### config.mk
export PLATFORM = sky130hd
export DESIGN_NAME = dmem_arbiter
export DESIGN_NICKNAME = d
export VERILOG_FILES = /design/src/rtl/dmem_arbiter_pkg.sv /design/src/rtl/dmem_arbiter_wait_counter.sv /design/src/rtl/dmem_arbiter.sv
export SDC_FILE = /design/constraint.sdc
export NUM_CORES = 1
export LEC_CHECK = 0
export ABC_AREA = 1
export CAP_MARGIN = 20
export CORE_MARGIN = 2
export CORE_UTILIZATION = 40
export DETAILED_ROUTE_END_ITERATION = 16
export GPL_TIMING_DRIVEN = 0
export HOLD_SLACK_MARGIN = 0.08
export PLACE_DENSITY = 0.79
export SLEW_MARGIN = 20
export SYNTH_ARGS = -nofsm -noshare
export SYNTH_HDL_FRONTEND = slang
export SYNTH_SLANG_ARGS = --single-unit
export TNS_END_PERCENT = 1
### constraint.sdc
create_clock -name clk -period 2 [get_ports clk]
set_clock_uncertainty 0.15 [all_clocks]
set_input_delay 0.6 -clock clk [delete_from_list [all_inputs] [get_ports clk]]
set_output_delay 0.6 -clock clk [all_outputs]
set_load 0.01 [all_outputs]
### src/rtl/dmem_arbiter_pkg.sv
// Shared encodings and types for the data-memory arbiter.
// Requester IDs, FSM state codes and the wait-counter width.
package dmem_arbiter_pkg;

  localparam int WORD_W    = 32;
  localparam int CYCLE_W   = 32;
  localparam int ARB_CNT_W = 4;

  localparam logic [1:0] ARB_IDLE   = 2'd0;
  localparam logic [1:0] ARB_ACCESS = 2'd1;
  localparam logic [1:0] ARB_DONE   = 2'd2;

  localparam logic ARB_CPU = 1'b0;
  localparam logic ARB_LDR = 1'b1;

  typedef struct packed {
    logic id;
    logic we;
  } arb_ctl_t;

  // Winner ID; with both requesting, the port not served last wins
  function automatic logic arb_pick_rr(
    input logic cpu,
    input logic ldr,
    input logic last
  );
    return (cpu && ldr) ? ~last : ~cpu;
  endfunction

endpackage

### src/rtl/dmem_arbiter_wait_counter.sv
// Wait-state down-counter for the data-memory arbiter.
// Loads a start value, decrements to zero, flags zero.
module arb_wait_counter
  import dmem_arbiter_pkg::*;
#(
  parameter int W = ARB_CNT_W
) (
  input  logic         clk,
  input  logic         rst_n,
  input  logic         load,
  input  logic [W-1:0] load_val,
  input  logic         dec,
  output logic         zero
);

  logic [W-1:0] cnt;

  always_ff @(posedge clk or negedge rst_n) begin
    if (!rst_n) begin
      cnt <= '0;
    end else if (load) begin
      cnt <= load_val;
    end else if (dec && !zero) begin
      cnt <= cnt - 1'b1;
    end
  end

  assign zero = (cnt == '0);

endmodule

### src/rtl/dmem_arbiter.sv
// Two-port data-memory arbiter (cpu / loader) with wait states.
// Build option DMEM_ARB_RR_EN selects round-robin over fixed priority.
module dmem_arbiter
  import dmem_arbiter_pkg::*;
#(
  parameter int WAIT_CYCLES = 1,
  parameter int ADDR_W      = WORD_W
) (
  input  logic              clk,
  input  logic              rst_n,
  input  logic              cpu_req,
  input  logic              cpu_we,
  input  logic [ADDR_W-1:0] cpu_addr,
  input  logic [WORD_W-1:0] cpu_wdata,
  output logic              cpu_ack,
  output logic [WORD_W-1:0] cpu_rdata,
  output logic              cpu_stall,
  input  logic              ldr_req,
  input  logic              ldr_we,
  input  logic [ADDR_W-1:0] ldr_addr,
  input  logic [WORD_W-1:0] ldr_wdata,
  output logic              ldr_ack,
  output logic [WORD_W-1:0] ldr_rdata,
  output logic              mem_read,
  output logic              mem_write,
  output logic [ADDR_W-1:0] mem_addr,
  output logic [WORD_W-1:0] mem_wdata,
  input  logic [WORD_W-1:0] mem_rdata
);

  localparam logic [ARB_CNT_W-1:0] CNT_INIT =
    ARB_CNT_W'(WAIT_CYCLES - 1);

  logic [1:0]        state;
  arb_ctl_t          ctl;
  logic [ADDR_W-1:0] addr_q;
  logic [WORD_W-1:0] wdata_q;
  logic [WORD_W-1:0] cpu_rdata_q;
  logic [WORD_W-1:0] ldr_rdata_q;

  logic st_idle;
  logic st_access;
  logic st_done;
  logic any_req;
  logic grant;
  logic pick;
  logic cnt_zero;

  assign st_idle   = (state == ARB_IDLE);
  assign st_access = (state == ARB_ACCESS);
  assign st_done   = (state == ARB_DONE);
  assign any_req   = cpu_req | ldr_req;
  assign grant     = st_idle & any_req;

`ifdef DMEM_ARB_RR_EN
  logic last_q;

  assign pick = arb_pick_rr(cpu_req, ldr_req, last_q);

  always_ff @(posedge clk or negedge rst_n) begin
    if (!rst_n) begin
      last_q <= ARB_LDR;
    end else if (grant) begin
      last_q <= pick;
    end
  end
`else
  assign pick = cpu_req ? ARB_CPU : ARB_LDR;
`endif

  arb_wait_counter #(
    .W (ARB_CNT_W)
  ) u_wait (
    .clk      (clk),
    .rst_n    (rst_n),
    .load     (grant),
    .load_val (CNT_INIT),
    .dec      (st_access),
    .zero     (cnt_zero)
  );

  always_ff @(posedge clk or negedge rst_n) begin
    if (!rst_n) begin
      state       <= ARB_IDLE;
      ctl         <= '0;
      addr_q      <= '0;
      wdata_q     <= '0;
      cpu_rdata_q <= '0;
      ldr_rdata_q <= '0;
    end else begin
      unique case (1'b1)
        st_idle: begin
          if (any_req) begin
            state   <= ARB_ACCESS;
            ctl.id  <= pick;
            ctl.we  <= pick ? ldr_we : cpu_we;
            addr_q  <= pick ? ldr_addr : cpu_addr;
            wdata_q <= pick ? ldr_wdata : cpu_wdata;
          end
        end
        st_access: begin
          if (cnt_zero) begin
            state <= ARB_DONE;
            // Writes leave the requester's read data untouched
            if (!ctl.we) begin
              if (ctl.id == ARB_LDR) begin
                ldr_rdata_q <= mem_rdata;
              end else begin
                cpu_rdata_q <= mem_rdata;
              end
            end
          end
        end
        st_done: begin
          state <= ARB_IDLE;
        end
        default: begin
          state <= ARB_IDLE;
        end
      endcase
    end
  end

  assign mem_read  = st_access & ~ctl.we;
  assign mem_write = st_access & ctl.we;
  assign mem_addr  = addr_q;
  assign mem_wdata = wdata_q;

  assign cpu_ack   = st_done & (ctl.id == ARB_CPU);
  assign ldr_ack   = st_done & (ctl.id == ARB_LDR);
  assign cpu_rdata = cpu_rdata_q;
  assign ldr_rdata = ldr_rdata_q;
  assign cpu_stall = cpu_req & ~cpu_ack;

endmodule

==> impl_metrics.py <==
metrics = {
    "route": {
        "drt-total-wl_mm": 19.69,
        "dr_total_vias": 6180,
        "antenna_left": 0,
        "drtIter0Drc": 264,
        "first_pass_iters": 4,
        "viasPerCell": 4.855,
        "route.detailed.drc": 0,
        "wl_per_cell_um": 15.47,
    },
    "yosys": {
        "synth_commonest_cells": "nand2_1, dfrtp_1, o21ai_0",
        "synth_area_leader_cell": "dfrtp_1",
        "synthCells": 751,
        "synth_seq_cells": 136,
        "synth-async-reset-ratio_pct": 100.0,
        "synth-main-ff-cell": "dfrtp_1",
        "synth_area_leaders": "dfrtp_1, nand2_1, o21ai_0, inv_1, o21ai_1",
        "synth_top_area_share_pct": 54.92,
        "synth-edff-count": 0,
        "ys_seq_area_share_pct": 54.92,
        "yosys_warnings": 0,
        "synth_area_mm2": 0.006197,
        "ys_types": 25,
        "synth.most_common_cell": "nand2_1",
        "postSynthAreaPerCell_um2": 8.252,
        "syn_nets": 919,
    },
    "timing": {
        "setup_viol": 3,
        "fmax_mhz": 493.7,
        "final-hold-violation-count": 0,
        "drv_slew": 0,
        "fin_crit_ns": 2.026,
        "setup_ws_ns": -0.02559,
        "slew_headroom_pct": 63.87,
        "finalSetupTns_ns": -0.05242,
        "whs_ns": 0.3135,
        "rsz0062_at_grt": "yes",
        "post-route-period-util_pct": 101.3,
        "tightest_slew_ns": 0.5419,
    },
    "pwr": {
        "p_leak_nw": 5.034,
        "vdd_drop_max_mv": 0.7278,
        "power_density_mw_per_mm2": 1432,
        "power_mw": 14.20,
    },
    "grt": {
        "grt_pass1_wl_mm": 29.84,
        "grt.total_usage_pct": 23.68,
        "grt_pass1_vias": 5844,
        "antenna_found_initial": 1,
        "grt_max_degree": 71,
        "grt_overflow": 0,
    },
    "status": {
        "violations": "setup timing",
        "status": "complete, but fails checks",
    },
    "worst_setup_path": {
        "rrSetupSlack_ns": 0.20,
        "start_kind": "register",
        "cp-end-kind": "output pin",
        "path_depth": 4,
        "path_class": "reg -> out",
        "cpLargestDelayFamily": "flip-flops",
        "worstPathCellList": "inv_2, nand2_4, nor2_2, buf_2",
        "r2r_cells": 6,
        "cp_num_buf_inv": 2,
        "crit_path_start": "state[1]",
        "critPathRequiredTime_ns": 1.25,
        "reg2reg_to": "ldr_rdata[19]",
        "max_stage_delay_ns": 0.43,
        "r2r-start": "u_wait.cnt[0]",
        "critPathMaxFanout": 5,
        "worstPathArrival_ns": 1.28,
        "cp-endpoint": "mem_write",
        "crit_slowest_cell": "dfrtp_1",
    },
    "clocking": {
        "h-tree-depth": 4,
        "clock_latency_ns": 0.42,
        "cts_tree": "built",
        "cts.sinks": 136,
        "cts_buffers": 17,
        "cts_root_buf": "clkbuf_16",
        "cts_buffer_depth": 2,
        "clkSlewWorstSetupHoldPaths_ns": 0.05,
    },
    "placement": {
        "portBuffers": 297,
        "dpl-instance-area_mm2": 0.009440,
        "place_hpwl_mm": 15.10,
        "gp_congestion": 0.8114,
    },
    "layout": {
        "nets": 1240,
        "diodes": 0,
        "final_area_mm2": 0.009912,
        "syn_to_final_growth_pct": 59.94,
        "drive_above_1_share_pct": 8.664,
    },
    "die": {
        "initial_core_util_pct": 40.92,
        "die_w_um": 128.5,
        "ios": 299,
        "core.rowCount": 45,
        "die_y_um": 128.5,
        "core-area_mm2": 0.01515,
        "fp.dieArea_mm2": 0.01650,
    },
    "hold_path": {
        "worstHoldPathType": "reg -> reg",
    },
    "run": {
        "drv_cap": 0,
    },
}
[registers in the layout (all words and copies together), names as in the netlist]
| signal | count |
|---|---|
| cpu_rdata | 32 |
| ctl | 2 |
| state | 2 |
| mem_addr | 32 |
| u_wait.cnt | 4 |
| mem_wdata | 32 |
| ldr_rdata | 32 |
[worst min path at each step]
stage                   from            end  slack (ns)  depth (start not counted)
2_1_floorplan          rst_n   cpu_rdata[0]        0.15                          0
3_3_place_gp   cpu_rdata[21]  cpu_rdata[21]        0.30                          2
3_5_place_dp   cpu_rdata[19]  cpu_rdata[19]        0.31                          2
4_1_cts        cpu_rdata[19]  cpu_rdata[19]        0.32                          2
5_1_grt         cpu_rdata[5]   cpu_rdata[5]        0.33                          2
6_report        cpu_rdata[8]   cpu_rdata[8]        0.31                          2
[report_power, final]
| part | switching, mW | total [mW] | internal, mW |
|---|---|---|---|
| Sequential | 0.724 | 4.84 | 4.11 |
| Combinational | 3.50 | 6.21 | 2.71 |
| Clock | 1.17 | 3.15 | 1.99 |
[cell usage in the layout, fill, tap and decap left out]
cell,synthesis,final
clkdlybuf4s50_1,0,163
inv_2,3,4
nor2_1,8,5
nand2_2,2,2
clkinvlp_4,0,2
nand3_2,1,1
dfrtp_2,0,1
dlygate4sd3_1,0,1
clkinv_2,0,4
o211ai_1,1,1
o21ai_0,121,120
o21ai_2,0,1
o21ai_1,44,44
buf_6,13,14
nand3_1,35,35
clkbuf_2,3,3
xor2_1,1,1
clkinv_4,0,3
bufinv_16,0,3
nand4_1,1,1
buf_2,12,15
dfrtp_1,136,135
buf_8,0,1
a21oi_1,1,1
inv_1,72,71
ha_1,2,2
nand2_1,267,266
clkbuf_16,0,17
buf_16,0,1
buf_4,4,8
or2_2,1,1
nor2_4,3,3
nor2_2,1,4
dlygate4sd2_1,0,128
clkbuf_8,0,1
clkbuf_1,15,17
nand2_4,3,4
o21ai_4,1,1
[logic make-up (layout without fill, tap and decap cells)]
family	count (synthesis)	in the layout	share of synthesized area (%)
adders and majority gates	2	2	0.4037
xor gates and xnor gates	1	1	0.1414
buffers and inverters	122	456	9.509
DFF	136	136	54.92
AOI/OAI and AO/OA	168	168	13.79
and+or+nand+nor	322	322	21.24
[cell type report]
type / instances / area [um^2]
multi-input combinational: 493 / 2223
sequential: 136 / 3405
timing repair buffer: 303 / 2860
buffer: 46 / 309.0
fill: 1310 / 5234
inverter: 75 / 281.5
clock buffer: 20 / 446.7
tap: 188 / 235.2
clock inverter: 12 / 151.4
[worst min-delay path: stages (launching register included)]
cell and delay, ns:
dfrtp_1 0.33, nand2_1 0.05, nand2_1 0.05
[layer usage]
metal | routed length (um) | GRT usage, % | part of all wire, %
met5 | 0 | 0 | 0
met4 | 720 | 11.76 | 3.7
met3 | 1707 | 7.401 | 8.7
met2 | 9657 | 40.71 | 49
met1 | 7606 | 26.70 | 39
[timing repair]
item,CTS,global route
pin swaps,1,1
setup endpoints to repair,133,5
hold buffers,1,0
resized for setup,155,4
endpoints found under the hold margin,69,0
buffers inserted,1,3
[per-stage QoR]
| step | cells | setup WS [ns] | utilization, % |
|---|---|---|---|
| 4_1_cts | 1270 | -0.1175 | 65.26 |
| 3_3_place_gp | 1236 | -5.294 | 62.11 |
| 2_1_floorplan | 751 | 0.02398 | - |
| 5_1_grt | 1273 | -0.09795 | 65.44 |
| 3_5_place_dp | 1237 | -0.7011 | 62.33 |
| 6_report | 1273 | -0.02559 | 65.44 |
Note: power is estimated with default switching activity, not from simulation.
